**src/rtl/baud_gen_frac.sv**
```systemverilog
`timescale 1ns/1ps
// baud_gen_frac: fractional-N baud tick generator for a UART.
//   Two independent divider engines share one active configuration:
//   the rx engine emits an oversampling strobe (rxTick) every
//   rateInt + rateFrac/2^FracBits clocks; the tx engine runs the same
//   divider plus an oversample counter and emits one txTick per bit.
//   New configurations are staged as pending and applied on a tx bit
//   boundary (or immediately while disabled).
// Ports:
//   clk         clock
//   nReset      asynchronous active-low reset
//   syncReset   synchronous active-high clear, overrides everything else
//   enable      count enable
//   rateInt     clocks per rx tick, integer part (0 is treated as 1)
//   rateFrac    clocks per rx tick, fractional part (/2^FracBits)
//   osSel       oversample ratio = 2^osSel (saturates to clog2(OversampleMax))
//   rateLoad    capture rateInt/rateFrac/osSel
//   rxRestart   resynchronise the rx engine (start-bit edge)
//   rxTick      one-cycle rx sample strobe
//   txTick      one-cycle tx bit strobe
//   rateAck     one-cycle pulse when a new configuration is applied
//   ratePending captured configuration not yet applied
module baud_gen_frac #(
  parameter int unsigned MaxClockRate  = 100000000,
  parameter int unsigned MinBaudRate   = 9600,
  parameter int unsigned OversampleMax = 16,
  parameter int unsigned FracBits      = 4,
  parameter int unsigned ResetRateInt  = 651,
  parameter int unsigned ResetOsSel    = 4,
  localparam int unsigned IntWidth     = $clog2(MaxClockRate / MinBaudRate),
  localparam int unsigned OsWidth      = $clog2(OversampleMax),
  localparam int unsigned SelWidth     = $clog2(OsWidth + 1)
) (
  input  logic                clk,
  input  logic                nReset,
  input  logic                syncReset,
  input  logic                enable,
  input  logic [IntWidth-1:0] rateInt,
  input  logic [FracBits-1:0] rateFrac,
  input  logic [SelWidth-1:0] osSel,
  input  logic                rateLoad,
  input  logic                rxRestart,
  output logic                rxTick,
  output logic                txTick,
  output logic                rateAck,
  output logic                ratePending
);

  localparam logic [IntWidth-1:0] RstInt = IntWidth'(ResetRateInt);
  localparam logic [SelWidth-1:0] RstSel = SelWidth'(ResetOsSel);
  localparam logic [SelWidth-1:0] MaxSel = SelWidth'(OsWidth);

  // active and pending configuration
  logic [IntWidth-1:0] act_int, pend_int;
  logic [FracBits-1:0] act_frac, pend_frac;
  logic [SelWidth-1:0] act_sel, pend_sel;

  // divider engines
  logic [IntWidth-1:0] rx_cnt, tx_cnt;
  logic [FracBits-1:0] rx_acc, tx_acc;
  logic [OsWidth-1:0]  tx_os;

  // sanitised inputs and the configuration in force this cycle
  logic [IntWidth-1:0] in_int, cfg_int;
  logic [SelWidth-1:0] in_sel, cfg_sel;
  logic [FracBits-1:0] cfg_frac;
  logic [OsWidth-1:0]  os_reload;
  logic [FracBits:0]   rx_sum, tx_sum;
  logic                tx_wrap, apply, have_new;

  always_comb begin
    in_int   = (rateInt == '0) ? IntWidth'(1) : rateInt;
    in_sel   = (osSel > MaxSel) ? MaxSel : osSel;
    tx_wrap  = (tx_cnt == '0) && (tx_os == '0);
    apply    = enable ? tx_wrap : 1'b1;
    have_new = rateLoad || ratePending;

    // On the apply cycle the incoming (or pending) values take effect
    // immediately so that reloads in that same cycle already use them;
    // a load on the apply cycle bypasses the pending stage entirely.
    cfg_int  = act_int;
    cfg_frac = act_frac;
    cfg_sel  = act_sel;
    if (apply && rateLoad) begin
      cfg_int  = in_int;
      cfg_frac = rateFrac;
      cfg_sel  = in_sel;
    end else if (apply && ratePending) begin
      cfg_int  = pend_int;
      cfg_frac = pend_frac;
      cfg_sel  = pend_sel;
    end

    os_reload = OsWidth'((32'd1 << cfg_sel) - 32'd1);
    rx_sum    = {1'b0, rx_acc} + {1'b0, cfg_frac};
    tx_sum    = {1'b0, tx_acc} + {1'b0, cfg_frac};
  end

  always_ff @(posedge clk or negedge nReset) begin
    if (!nReset) begin
      act_int     <= RstInt;
      act_frac    <= '0;
      act_sel     <= RstSel;
      pend_int    <= '0;
      pend_frac   <= '0;
      pend_sel    <= '0;
      ratePending <= 1'b0;
      rx_cnt      <= '0;
      rx_acc      <= '0;
      tx_cnt      <= '0;
      tx_acc      <= '0;
      tx_os       <= '0;
      rxTick      <= 1'b0;
      txTick      <= 1'b0;
      rateAck     <= 1'b0;
    end else if (syncReset) begin
      act_int     <= RstInt;
      act_frac    <= '0;
      act_sel     <= RstSel;
      pend_int    <= '0;
      pend_frac   <= '0;
      pend_sel    <= '0;
      ratePending <= 1'b0;
      rx_cnt      <= '0;
      rx_acc      <= '0;
      tx_cnt      <= '0;
      tx_acc      <= '0;
      tx_os       <= '0;
      rxTick      <= 1'b0;
      txTick      <= 1'b0;
      rateAck     <= 1'b0;
    end else begin
      rxTick  <= 1'b0;
      txTick  <= 1'b0;
      rateAck <= apply && have_new;

      if (apply) begin
        act_int     <= cfg_int;
        act_frac    <= cfg_frac;
        act_sel     <= cfg_sel;
        ratePending <= 1'b0;
      end else if (rateLoad) begin
        pend_int    <= in_int;
        pend_frac   <= rateFrac;
        pend_sel    <= in_sel;
        ratePending <= 1'b1;
      end

      if (enable) begin
        rxTick <= (rx_cnt == '0) && !rxRestart;
        txTick <= tx_wrap;

        if (rxRestart) begin
          rx_cnt <= cfg_int - IntWidth'(1);
          rx_acc <= '0;
        end else if (rx_cnt == '0) begin
          rx_acc <= rx_sum[FracBits-1:0];
          rx_cnt <= cfg_int - IntWidth'(1) + IntWidth'(rx_sum[FracBits]);
        end else begin
          rx_cnt <= rx_cnt - IntWidth'(1);
        end

        if (tx_cnt == '0) begin
          tx_acc <= tx_sum[FracBits-1:0];
          tx_cnt <= cfg_int - IntWidth'(1) + IntWidth'(tx_sum[FracBits]);
          tx_os  <= (tx_os == '0) ? os_reload : tx_os - OsWidth'(1);
        end else begin
          tx_cnt <= tx_cnt - IntWidth'(1);
        end
      end
    end
  end

endmodule

```
**config.mk**
```make
export PLATFORM = sky130hd
export DESIGN_NAME = baud_gen_frac
export DESIGN_NICKNAME = d
export VERILOG_FILES = /design/src/rtl/baud_gen_frac.sv
export SDC_FILE = /design/constraint.sdc
export NUM_CORES = 1
export LEC_CHECK = 0
export ABC_AREA = 1
export CORE_MARGIN = 5
export CORE_UTILIZATION = 30
export CTS_BUF_LIST = sky130_fd_sc_hd__clkbuf_8
export DETAILED_ROUTE_END_ITERATION = 12
export GPL_TIMING_DRIVEN = 0
export MAX_ROUTING_LAYER = met4
export PLACE_DENSITY_LB_ADDON = 0.05
export SYNTH_ARGS = -nofsm -noshare
export SYNTH_HDL_FRONTEND = slang
export SYNTH_SLANG_ARGS = --single-unit
```
**constraint.sdc**
```tcl
create_clock -name clk -period 4.77 [get_ports clk]
set_clock_uncertainty 0.1 [all_clocks]
set_input_delay 1.431 -clock clk [delete_from_list [all_inputs] [get_ports clk]]
set_output_delay 1.431 -clock clk [all_outputs]
set_load 0.1 [all_outputs]
```
==> Word-level counts from Yosys, hierarchy flattened <==
Cells that the tools add are included.
{ "classes": {"muxes": 50, "shift": 1, "n_reduce_logical": 20, "n_eq_ne": 1, "add_sub_neg": 9, "order_cmp": 1} }
{ "op_table": {"columns": ["op", "count"], "rows": [
  ["14-bit two-way mux", 15],
  ["4-bit two-way mux", 18],
  ["14-bit zero test", 3],
  ["14-bit by 1-bit subtractor with 14-bit output (second input constant)", 3],
  ["14-bit by 1-bit adder with 14-bit output", 2],
  ["3-bit two-way mux", 8],
  ["4-bit by 4-bit adder with 5-bit output", 2],
  ["1-bit two-way mux", 9],
  ["2-bit nonzero test", 4],
  ["4-bit by 1-bit subtractor with 4-bit output (second input constant)", 2],
  ["2-bit AND reduction", 3],
  ["3-bit nonzero test", 2],
  ["1-bit logical AND", 5],
  ["4-bit zero test", 1],
  ["1-bit by 3-bit << shifter with 4-bit output (first input constant)", 1],
  ["3-bit > comparator (second input constant)", 1],
  ["2-bit != test (second input constant)", 1],
  ["1-bit zero test", 1],
  ["1-bit logical OR", 1]
]} }
{ "totals": {"elab_cells": 97, "ff_bits": 86, "output_inout_bits": 4, "in_bits": 27} }

==> Longest topological paths before layout <==
{ "depth": {"word_depth": 12, "depth_mapped": 30, "depth_no_buf": 28} }

==> Worst setup path after synthesis <==
OpenSTA, ideal clock, no wires.
{ "synth_timing": {"kind": "input to register", "startpoint": "input port enable", "endpoint": "register rx_cnt[6]", "path_buffers": 3, "stages": 23, "t_arrival_ns": 4.190, "setup_time_ns": 0.124, "slack_ns": 0.356, "required_time_ns": 4.546, "cell_sequence": "nand2_4 -> nand2_4 -> buf_6 -> buf_6 -> clkbuf_1 -> o211ai_1 -> o21ai_0 -> inv_1 -> ha_1 -> fa_1 -> nand2_1 -> nand2_1 -> a21o_1 -> ha_1 -> ha_1 -> nand2_1 -> nor2_2 -> nand2_1 -> nand2_1 -> a21oi_1 -> o21ai_1 -> o211ai_1 -> nand2_1"} }
{ "synth_between": {"elab_chain_len": 10, "word_cells_on_any_way": 15, "cone_classes": "add/sub: 3; mux: 9; reduce/logical: 3"} }
{ "synth_lines": {"columns": ["element", "line", "rtl"], "rows": [
  ["from (decl)", "37", "input logic enable,"],
  ["1-bit two-way mux", "75", "apply = enable ? tx_wrap : 1'b1;"],
  ["1-bit logical AND", "88", "end else if (apply && ratePending) begin"],
  ["14-bit two-way mux or 4-bit two-way mux (tied branches)", "88", null],
  ["14-bit two-way mux or 4-bit two-way mux (tied branches)", "84", "if (apply && rateLoad) begin"],
  ["14-bit by 1-bit subtractor with 14-bit output or 4-bit by 4-bit adder with 5-bit output (tied branches)", "154, 158, 95", null],
  ["14-bit by 1-bit adder with 14-bit output", "158", "rx_cnt <= cfg_int - IntWidth'(1) + IntWidth'(rx_sum[FracBits]);"],
  ["14-bit two-way mux", "156", "end else if (rx_cnt == '0) begin"],
  ["14-bit two-way mux", "153", "if (rxRestart) begin"],
  ["14-bit two-way mux", "149", "if (enable) begin"],
  ["14-bit two-way mux", "116", "end else if (syncReset) begin"],
  ["to (signal assigned)", "154", "rx_cnt <= cfg_int - IntWidth'(1);"],
  ["to (signal assigned)", "158", null],
  ["to (signal assigned)", "160", "rx_cnt <= rx_cnt - IntWidth'(1);"],
  ["to (decl)", "59", "logic [IntWidth-1:0] rx_cnt, tx_cnt;"]
]} }
Parallel ways exist; a longest one is shown, timed or not. The select of a mux whose other input is x is not followed.
A chain may end at the register's enable or synchronous reset.

==> Worst setup path after layout <==
{ "layout_timing": {"startpoint": "register tx_cnt[0]", "endpoint": "register rx_cnt[4]"} }
{ "layout_between": {"elab_chain_len": 12, "word_cells_on_any_way": 16, "cone_classes": "add/sub: 3; mux: 9; reduce/logical: 4"} }
{ "layout_lines": {"columns": ["element", "line", "rtl"], "rows": [
  ["from (decl)", "59", null],
  ["from (signal assigned)", "165", "tx_cnt <= cfg_int - IntWidth'(1) + IntWidth'(tx_sum[FracBits]);"],
  ["from (signal assigned)", "168", "tx_cnt <= tx_cnt - IntWidth'(1);"],
  ["14-bit zero test *", "74", "tx_wrap = (tx_cnt == '0) && (tx_os == '0);"],
  ["1-bit logical AND *", "74", null],
  ["1-bit two-way mux *", "75", null],
  ["1-bit logical AND", "88", null],
  ["14-bit two-way mux or 4-bit two-way mux (tied branches)", "88", null],
  ["14-bit two-way mux or 4-bit two-way mux (tied branches)", "84", null],
  ["14-bit by 1-bit subtractor with 14-bit output or 4-bit by 4-bit adder with 5-bit output (tied branches)", "154, 158, 95", null],
  ["14-bit by 1-bit adder with 14-bit output", "158", null],
  ["14-bit two-way mux", "156", null],
  ["14-bit two-way mux *", "153", null],
  ["14-bit two-way mux *", "149", null],
  ["14-bit two-way mux *", "116", null]
]} }
Every way passes the cells marked *; elsewhere a longest branch is shown, timed or not. The select of a mux whose other input is x is not followed.

==> impl_metrics.yaml <==
worst_setup_path:
  required_ps: 4940
  max_stage_delay_ps: 390
  path_delay_family: "simple AND/OR/NAND/NOR gates"
  crit_path_start_kind: "flop"
  path_common_cell: "nand2_1"
  cp-end-kind: "flop"
  path_class: "reg2reg"
  worst_ep_arrival_time_ps: 4580
  crit_buf_inv: 3
  crit_slowest_cell: "dfrtp_1"
  cp_max_fo: 19
final_layout:
  finalNetCount: 891
  fin_cells: 1121
  area_delta_synth_final_pct: 14.0
  layout-drive-gt1-share: 0.147
  utilization: 0.348
  antenna_cells: 0
  fillerInstances: 2137
grt:
  grt-ovfl-total: 0
  grt_pass1_wl_um: 29200
  grt_pass1_vias: 5453
  track_usage: 0.160
  antenna_found_initial: 0
  grt_max_degree: 48
sta:
  setup_violations: 0
  fmax_mhz: 227
  tightest_slew_ps: 974
  drv_slew: 0
  fin_crit_sh: 0.924
  fin_ws_ps: 364
  period_needed_ps: 4410
  relSlewSlack: 0.344
  hold_viol: 0
  rsz0062_at_grt: "no"
route:
  wl_um: 18000
  drt_iter0_drc: 313
  postRouteAntennaNets: 0
  dr_total_vias: 5397
  first_pass_iters: 5
  drt-wirelength-per-cell_um: 16.0
  drcViolationCount: 0
  routed_via_density: 4.81
power_and_ir_drop:
  powerDensity_nw_per_um2: 557
  p_leak_uw: 0.00328
  ir_worst_vdd_mv: 0.274
  power.total_uw: 3920
clock_tree:
  cts_root_buf: "clkbuf_8"
  htreeDepth: 3
  cts_tree: "yes"
  cts_buffer_depth: 2
  cts.sinks: 86
  insertion_delay_ps: 380
  cts_buffers: 9
  ctsHoldBuffers: 0
  cts.clk_slew.worst_paths_ps: 110
logic_synthesis:
  async_flop_share: 1.00
  ys_seq_area_frac: 0.350
  syn_nets: 852
  synth_flop_cell: "dfrtp_1"
  ys_types: 52
  synth_cells: 807
  syn-cell-area_um2: 6170
  synth_edf_count: 0
  yosys_warnings: 0
  syn_area_per_cell_um2: 7.65
  synth.ff_latch_count: 86
floorplan:
  start_util: 0.305
  coreArea_um2: 20200
  fp.dieH_um: 153
  die-width_um: 153
  dieArea_um2: 23500
  num_rows: 52
  io-pin-count: 31
place:
  place_congestion: 0.837
  hpwl_um: 13800
  port_buffers: 30
  dp_slack_ps: -921
  dp_cells: 1108
run_status:
  outcome: "completed"
hold_path:
  min_path_type: "reg2reg"
flow_run:
  cap_violations: 0
power breakdown:
part           internal [uW]  total (uW)  switching [uW]
clock network            207         539             333
registers                918        1040             122
logic                    770        2340            1570
routing by layer:
| layer | share of wire | global-route usage | up-vias |
|---|---|---|---|
| li1 | - | - | 2727 |
| met1 | 0.50 | 0.220 | 2580 |
| met2 | 0.47 | 0.253 | 75 |
| met3 | 0.025 | 0.0181 | 15 |
| met4 | 0.0092 | 0.0404 | 0 |
| met5 | 0 | - | - |
sequential cells by signal (all words and copies together), names as in the netlist, 3 cells and up:
signal	cells
pend_frac	4
tx_acc	4
rx_cnt	14
act_frac	4
tx_os	4
tx_cnt	14
pend_int	14
pend_sel	3
act_int	14
act_sel	3
rx_acc	4
stage by stage:
stage	hold slack, ps	cell area, um2	setup TNS, ps
floorplan	388	6170	0
global placement	405	6810	-132690
detailed placement	426	6840	-19960
CTS	451	7030	0
global route	463	7040	0
finish	445	7040	0
final timing paths:
path	end	start	depth (start not counted)	slack, ps
setup / recovery	rx_cnt[4]	tx_cnt[0]	27	360
hold / removal	pend_sel[1]	pend_sel[1]	2	440
setup reg to reg	rx_cnt[4]	tx_cnt[0]	27	360
hold reg to reg	pend_sel[1]	pend_sel[1]	2	440
max in group asynchronous	act_int[1]	nReset	2	2910
min in group asynchronous	tx_os[1]	nReset	1	940
repair_timing:
item	4_1_cts	5_1_grt
hold endpoints to repair	0	0
gates cloned	0	0
buffers inserted	0	0
pin swaps	1	2
resized for setup	2	8
setup endpoints to repair	27	16
layout make-up:
class,count,area [um2],share of cell area
sequential,86,2160,0.307
buffer,23,129,0.0183
timing repair buffer,31,323,0.0459
clock buffer,9,124,0.0176
multi-input combinational,583,3460,0.492
tap,270,338,0.0480
clock inverter,7,76.3,0.0108
inverter,112,427,0.0606
Yosys cell counts, types with 6 or more instances:
master,number,area share
nand2_1,162,0.099
inv_1,100,0.061
dfrtp_1,80,0.32
nand3_1,69,0.056
nor2_1,56,0.034
o21ai_0,54,0.044
a21oi_1,30,0.024
nand2_4,19,0.035
o22ai_1,19,0.019
nand2_2,18,0.018
clkbuf_1,17,0.010
xor2_1,17,0.024
ha_1,16,0.032
nor2_4,14,0.026
o21ai_1,13,0.011
nand4_1,12,0.012
nand3_2,11,0.018
o211ai_1,11,0.013
nor3_1,10,0.0081
dfstp_2,6,0.026
nor2_2,6,0.0061
xnor2_1,6,0.0085
kinds of logic after synthesis:
family / count (synthesis) / share of synthesized area
AO/OA/AOI/OAI: 146 / 0.136
XOR/XNOR: 25 / 0.0416
adder cells (fa/ha/maj): 18 / 0.0389
buffers and inverters: 138 / 0.0918
flip-flops: 86 / 0.350
AND/OR/NAND/NOR: 394 / 0.342
placed cells by master (no fill, tap or decap), types with 7 or more instances in the layout:
cell type | synthesis | routed
nand3_2 | 11 | 11
inv_1 | 100 | 99
ha_1 | 16 | 15
nor2_1 | 56 | 55
nor2_2 | 6 | 7
dfrtp_1 | 80 | 80
nor3_1 | 10 | 10
a21oi_1 | 30 | 30
nand4_1 | 12 | 12
nand2_4 | 19 | 18
nor2_4 | 14 | 14
o211ai_1 | 11 | 11
nand2_2 | 18 | 18
nand3_1 | 69 | 69
o22ai_1 | 19 | 19
o21ai_1 | 13 | 13
clkdlybuf4s50_1 | 0 | 27
nand2_1 | 162 | 162
clkbuf_8 | 0 | 9
clkbuf_1 | 17 | 16
o21ai_0 | 54 | 54
xor2_1 | 17 | 17
worst register-to-register path, stage by stage, from the launching register on:
cell      delay (ps)
dfrtp_1          390
inv_1            120
ha_1             220
nand3_2          170
nor2_4           180
nand3_2          140
nand2_8          150
nand2_4          110
buf_6            180
nand2_1           70
o211ai_1          70
o21ai_0          120
inv_1            130
ha_1             220
fa_1             390
nand2_1           90
nand2_1           60
a21o_1           210
ha_1             230
ha_1             190
nand2_1          110
nor2_2            90
a21oi_1          160
o22ai_1           90
nand2_1           80
o21ai_0           70
nand2_1          100
nand2_1           70
Power figures use the tool's default switching activity.
